## config.mk

```make
export PLATFORM = sky130hd
export DESIGN_NAME = fetch_stage
export DESIGN_NICKNAME = d
export VERILOG_FILES = /design/src/rtl/fetch_stage.sv
export SDC_FILE = /design/constraint.sdc
export NUM_CORES = 1
export LEC_CHECK = 0
export ABC_CLOCK_PERIOD_IN_PS = 3610
export CORE_MARGIN = 8
export CORE_UTILIZATION = 43
export DETAILED_ROUTE_END_ITERATION = 7
export PLACE_DENSITY = 0.82
export SYNTH_ARGS = -nofsm -noshare
export SYNTH_HDL_FRONTEND = slang
export SYNTH_SLANG_ARGS = --single-unit
```

## constraint.sdc

```tcl
create_clock -name clk -period 3.61 [get_ports clk]
set_clock_uncertainty 0.15 [all_clocks]
set_input_delay 0.361 -clock clk [delete_from_list [all_inputs] [get_ports clk]]
set_output_delay 0.361 -clock clk [all_outputs]
set_load 0.02 [all_outputs]
```

## src/rtl/fetch_stage.sv

```systemverilog
// Fetch stage and F/D pipeline register: PC selection, IM addressing,
// fetch address-error detection and delivery of instr/PC/BD/exccode to D.
module fetch_stage #(
  parameter logic [31:0] PC_RESET  = 32'h0000_3000,
  parameter logic [31:0] EXC_ENTRY = 32'h0000_4180,
  parameter logic [31:0] IM_BASE   = 32'h0000_3000,
  parameter int unsigned IM_WORDS  = 4096
) (
  input  logic        clk,
  input  logic        reset,
  input  logic        stall_D,
  input  logic        redirect_D,
  input  logic [31:0] npc_D,
  input  logic        eret_D,
  input  logic [31:0] epc,
  input  logic        exc_req,
  output logic [31:0] im_addr,
  input  logic [31:0] im_rdata,
  output logic [31:0] pc_F,
  output logic [31:0] instr_D,
  output logic [31:0] pc_D,
  output logic [31:0] pc4_D,
  output logic        bd_D,
  output logic [4:0]  exccode_D
);

  localparam int unsigned ADDR_W = 32;
  localparam int unsigned EXC_W  = 5;
  localparam logic [EXC_W-1:0] EXC_NONE = 5'd0;
  localparam logic [EXC_W-1:0] EXC_ADEL = 5'd4;
  // One bit wider than the address so IM_BASE + 4*IM_WORDS cannot wrap.
  localparam logic [ADDR_W:0] IM_LIMIT = 33'(IM_BASE) + 33'(IM_WORDS) * 33'd4;

  logic              fetch_err;
  logic [ADDR_W-1:0] pc_next;
  logic [ADDR_W-1:0] instr_next;
  logic [ADDR_W-1:0] pcd_next;
  logic              bd_next;
  logic [EXC_W-1:0]  exc_next;

  // IM address and D-stage return address are pure wiring.
  assign im_addr = pc_F;
  assign pc4_D   = pc_D + 32'd4;

  // Misaligned or outside the instruction memory window.
  always_comb begin
    fetch_err = 1'b0;
    if (pc_F[1:0] != 2'b00)              fetch_err = 1'b1;
    if (pc_F < IM_BASE)                  fetch_err = 1'b1;
    if ({1'b0, pc_F} >= IM_LIMIT)        fetch_err = 1'b1;
  end

  // Next PC and F/D contents by priority: exception, ERET, stall, redirect, sequential.
  always_comb begin
    pc_next    = pc_F + 32'd4;
    instr_next = fetch_err ? 32'h0 : im_rdata;
    pcd_next   = pc_F;
    bd_next    = redirect_D;
    exc_next   = fetch_err ? EXC_ADEL : EXC_NONE;
    if (exc_req) begin
      pc_next    = EXC_ENTRY;
      instr_next = 32'h0;
      pcd_next   = EXC_ENTRY;
      bd_next    = 1'b0;
      exc_next   = EXC_NONE;
    end else if (eret_D) begin
      pc_next    = epc;
      instr_next = 32'h0;
      pcd_next   = epc;
      bd_next    = 1'b0;
      exc_next   = EXC_NONE;
    end else if (stall_D) begin
      pc_next    = pc_F;
      instr_next = instr_D;
      pcd_next   = pc_D;
      bd_next    = bd_D;
      exc_next   = exccode_D;
    end else if (redirect_D) begin
      pc_next    = npc_D;
    end
  end

  // PC and F/D pipeline register.
  always_ff @(posedge clk or posedge reset) begin
    if (reset) begin
      pc_F      <= PC_RESET;
      instr_D   <= 32'h0;
      pc_D      <= PC_RESET;
      bd_D      <= 1'b0;
      exccode_D <= EXC_NONE;
    end else begin
      pc_F      <= pc_next;
      instr_D   <= instr_next;
      pc_D      <= pcd_next;
      bd_D      <= bd_next;
      exccode_D <= exc_next;
    end
  end

endmodule
```

==> impl_metrics.yaml <==
run_status:
  status: "completed"
floorplan:
  die_h_um: 133.5
  fp-row-count: 43
  dieArea_um2: 17820
  start_util_pct: 43.44
  io_pins: 268
  die_x_um: 133.5
  core_area_um2: 13670
timing:
  setup_violations: 0
  slew_headroom_pct: 26.33
  fin_crit_sh_pct: 90.50
  drv_slew: 0
  rsz0062_at_grt: "no"
  hold_violations: 0
  worst_slack_ns: 0.3429
  worst_pin_slew_ns: 1.105
  min_period_ns: 3.267
  clock.fmax_mhz: 306.1
  setup_tns_ns: 0
setup_path:
  cp-start-kind: "flop"
  path_class: "flop to output port"
  cp_max_fo: 5
  cp.arrival_ns: 2.76
  critPathCaptureType: "output port"
  cp.required_ns: 3.10
finish:
  area_delta_synth_final_pct: 47.51
  finalNonFillerCells: 1035
  fin_nets: 956
  layout_commonest_cell: "clkdlybuf4s50_1"
  drive_gt1_share_pct: 5.497
  n_antenna_cell: 0
  layout_common_cells: "261 x clkdlybuf4s50_1, 94 x dfrtp_1, 61 x nor2_1"
  finish.utilization_pct: 64.07
synth:
  synth_warnings: 0
  netlist_area_um2: 5936
  synthCells: 638
  synth-edff-count: 0
  synth.largest_area_cell: "dfrtp_1"
  ys_ff_latch: 98
  synthArstFlopShare_pct: 100.0
  synthFlopType: "dfrtp_1"
  avgSynthCellArea_um2: 9.304
  yosysSeqAreaShare_pct: 41.40
  synth_top_area_share_pct: 39.63
  synth_cell_type_count: 54
  synth.area.top_cells: "dfrtp_1 40%, a22o_1 6.5%, mux2i_1 5.9%, buf_4 5.2%, nor2_1 3.9%"
route:
  drtIter0Drc: 548
  postRouteWirelength_um: 21770
  avgRoutedWirePerCell_um: 21.03
  vias_per_cell: 5.649
  drtPass1Iterations: 7
  ant_nets: 0
  num_vias: 5847
  drc: 0
clock_network:
  cts_setup_buffers: 0
  cts.path.max_buffers: 2
  ctsResizeCount: 0
  cts_buffers: 9
  path_clk_slew_ns: 0.07
  tritoncts: "yes"
  holdBufCountCts: 0
  cts-htree-levels: 3
  cts-root-buf: "clkbuf_16"
  clock_latency_ns: 0.35
  cts_num_sinks: 98
run:
  cap_violations: 0
global_route:
  grt-ovfl-total: 0
  grt_max_degree: 80
  grt_use_total_pct: 23.84
  grt_pass1_wl_um: 33800
  grt_pass1_vias: 5969
  antenna_found_initial: 0
power_and_ir_drop:
  leakage_nw: 3.692
  powerDensity_nw_per_um2: 359.2
  irDropWorstVdd_mv: 0.3069
  total_power_w: 0.003145
worst_hold_path:
  hp-class: "input port to flop"
placement:
  port_buffers: 263
  finalWeightedCongestion: 0.8031
  post-place-cells: 1020
  dp_hpwl_um: 15970
  place_ws_ns: 0.6903
## Yosys cell counts, drive strengths merged, types with 3 or more instances
| library cell | n |
|---|---|
| ha | 3 |
| and2 | 6 |
| nor2 | 61 |
| a2111oi | 5 |
| o41ai | 6 |
| o2bb2ai | 5 |
| nand3 | 23 |
| nor3 | 23 |
| o21a | 3 |
| xnor2 | 17 |
| nand2b | 6 |
| mux2 | 3 |
| a21oi | 25 |
| clkbuf | 22 |
| buf | 56 |
| a21boi | 6 |
| o21ai | 30 |
| dfrtp | 94 |
| dfstp | 4 |
| nand2 | 35 |
| xor2 | 12 |
| and3 | 14 |
| and4 | 7 |
| nand4 | 13 |
| mux2i | 35 |
| a21o | 10 |
| a211oi | 25 |
| inv | 20 |
| a22o | 44 |
| nor4 | 10 |
## final timing paths
kind                       cells past startpoint                 endpoint                     from  slack (ns)
max reg2reg                                    5  instr_D[21]$_DFFE_PP0P_  im_addr[15]$_DFFE_PP0P_        0.75
max in group asynchronous                      3  instr_D[21]$_DFFE_PP0P_                    reset        2.05
min                                            2     pc_D[25]$_DFFE_PP0P_                  exc_req        0.36
min reg2reg                                    1   instr_D[5]$_DFFE_PP0P_   instr_D[5]$_DFFE_PP0P_        0.36
min in group asynchronous                      2   instr_D[1]$_DFFE_PP0P_                    reset        0.47
max                                            6                pc4_D[30]     pc_D[12]$_DFFE_PP1P_        0.34
## metal layers
layer  up-vias  wire length (um)  GRT usage, %
met4         0               490         9.357
met1      2825              8776         28.03
met3        30              1947         7.643
met5         -                 0             0
li1       2717                 -             -
met2       275             10550         39.57
## metrics by stage
step	instance area (um^2)	hold slack [ns]
after CTS	8756	0.3389
after global placement	8447	0.3372
after detailed placement	8447	0.3422
after global routing	8756	0.3547
after floorplan	5947	0.3436
final	8756	0.3555
## power by group
group	switching (W)	leakage, nW	internal (W)
sequential	0.000130	1.28	0.00116
combinational	0.000418	2.27	0.000418
clock	0.000416	0.145	0.000603
total	0.000963	3.69	0.00218
## cell type report
class | instances | area (um^2)
inverter | 20 | 77.57
clock inverter | 5 | 80.08
sequential | 98 | 2457
tap | 180 | 225.2
clock buffer | 10 | 229.0
multi-input combinational | 445 | 2959
timing repair buffer | 277 | 2728
fill | 1142 | 4910
## sequential cells by signal (all words and copies together), names as in the netlist
signal / count
instr_D: 32
bd_D: 1
im_addr: 32
pc_D: 32
exccode_D: 1
## cells by family (layout without fill, tap and decap cells)
group | after synthesis | after routing | share of synthesized area, %
XOR/XNOR | 29 | 29 | 4.279
multiplexers | 38 | 38 | 6.471
flip-flops | 98 | 98 | 41.40
AO/OA/AOI/OAI | 170 | 170 | 20.59
buffers and inverters | 98 | 312 | 9.022
adder cells (fa/ha/maj) | 3 | 3 | 0.6324
AND/OR/NAND/NOR | 201 | 201 | 17.54
other | 1 | 4 | 0.06318
## worst max-delay path: stages, from the launching register on
cell,delay [ns]
dfstp_2,0.56
and4_1,0.24
nand3_1,0.16
nand2b_1,0.25
nor3_1,0.35
xor2_1,0.20
clkdlybuf4s50_1,0.65
Note: power is estimated with default switching activity, not from simulation.
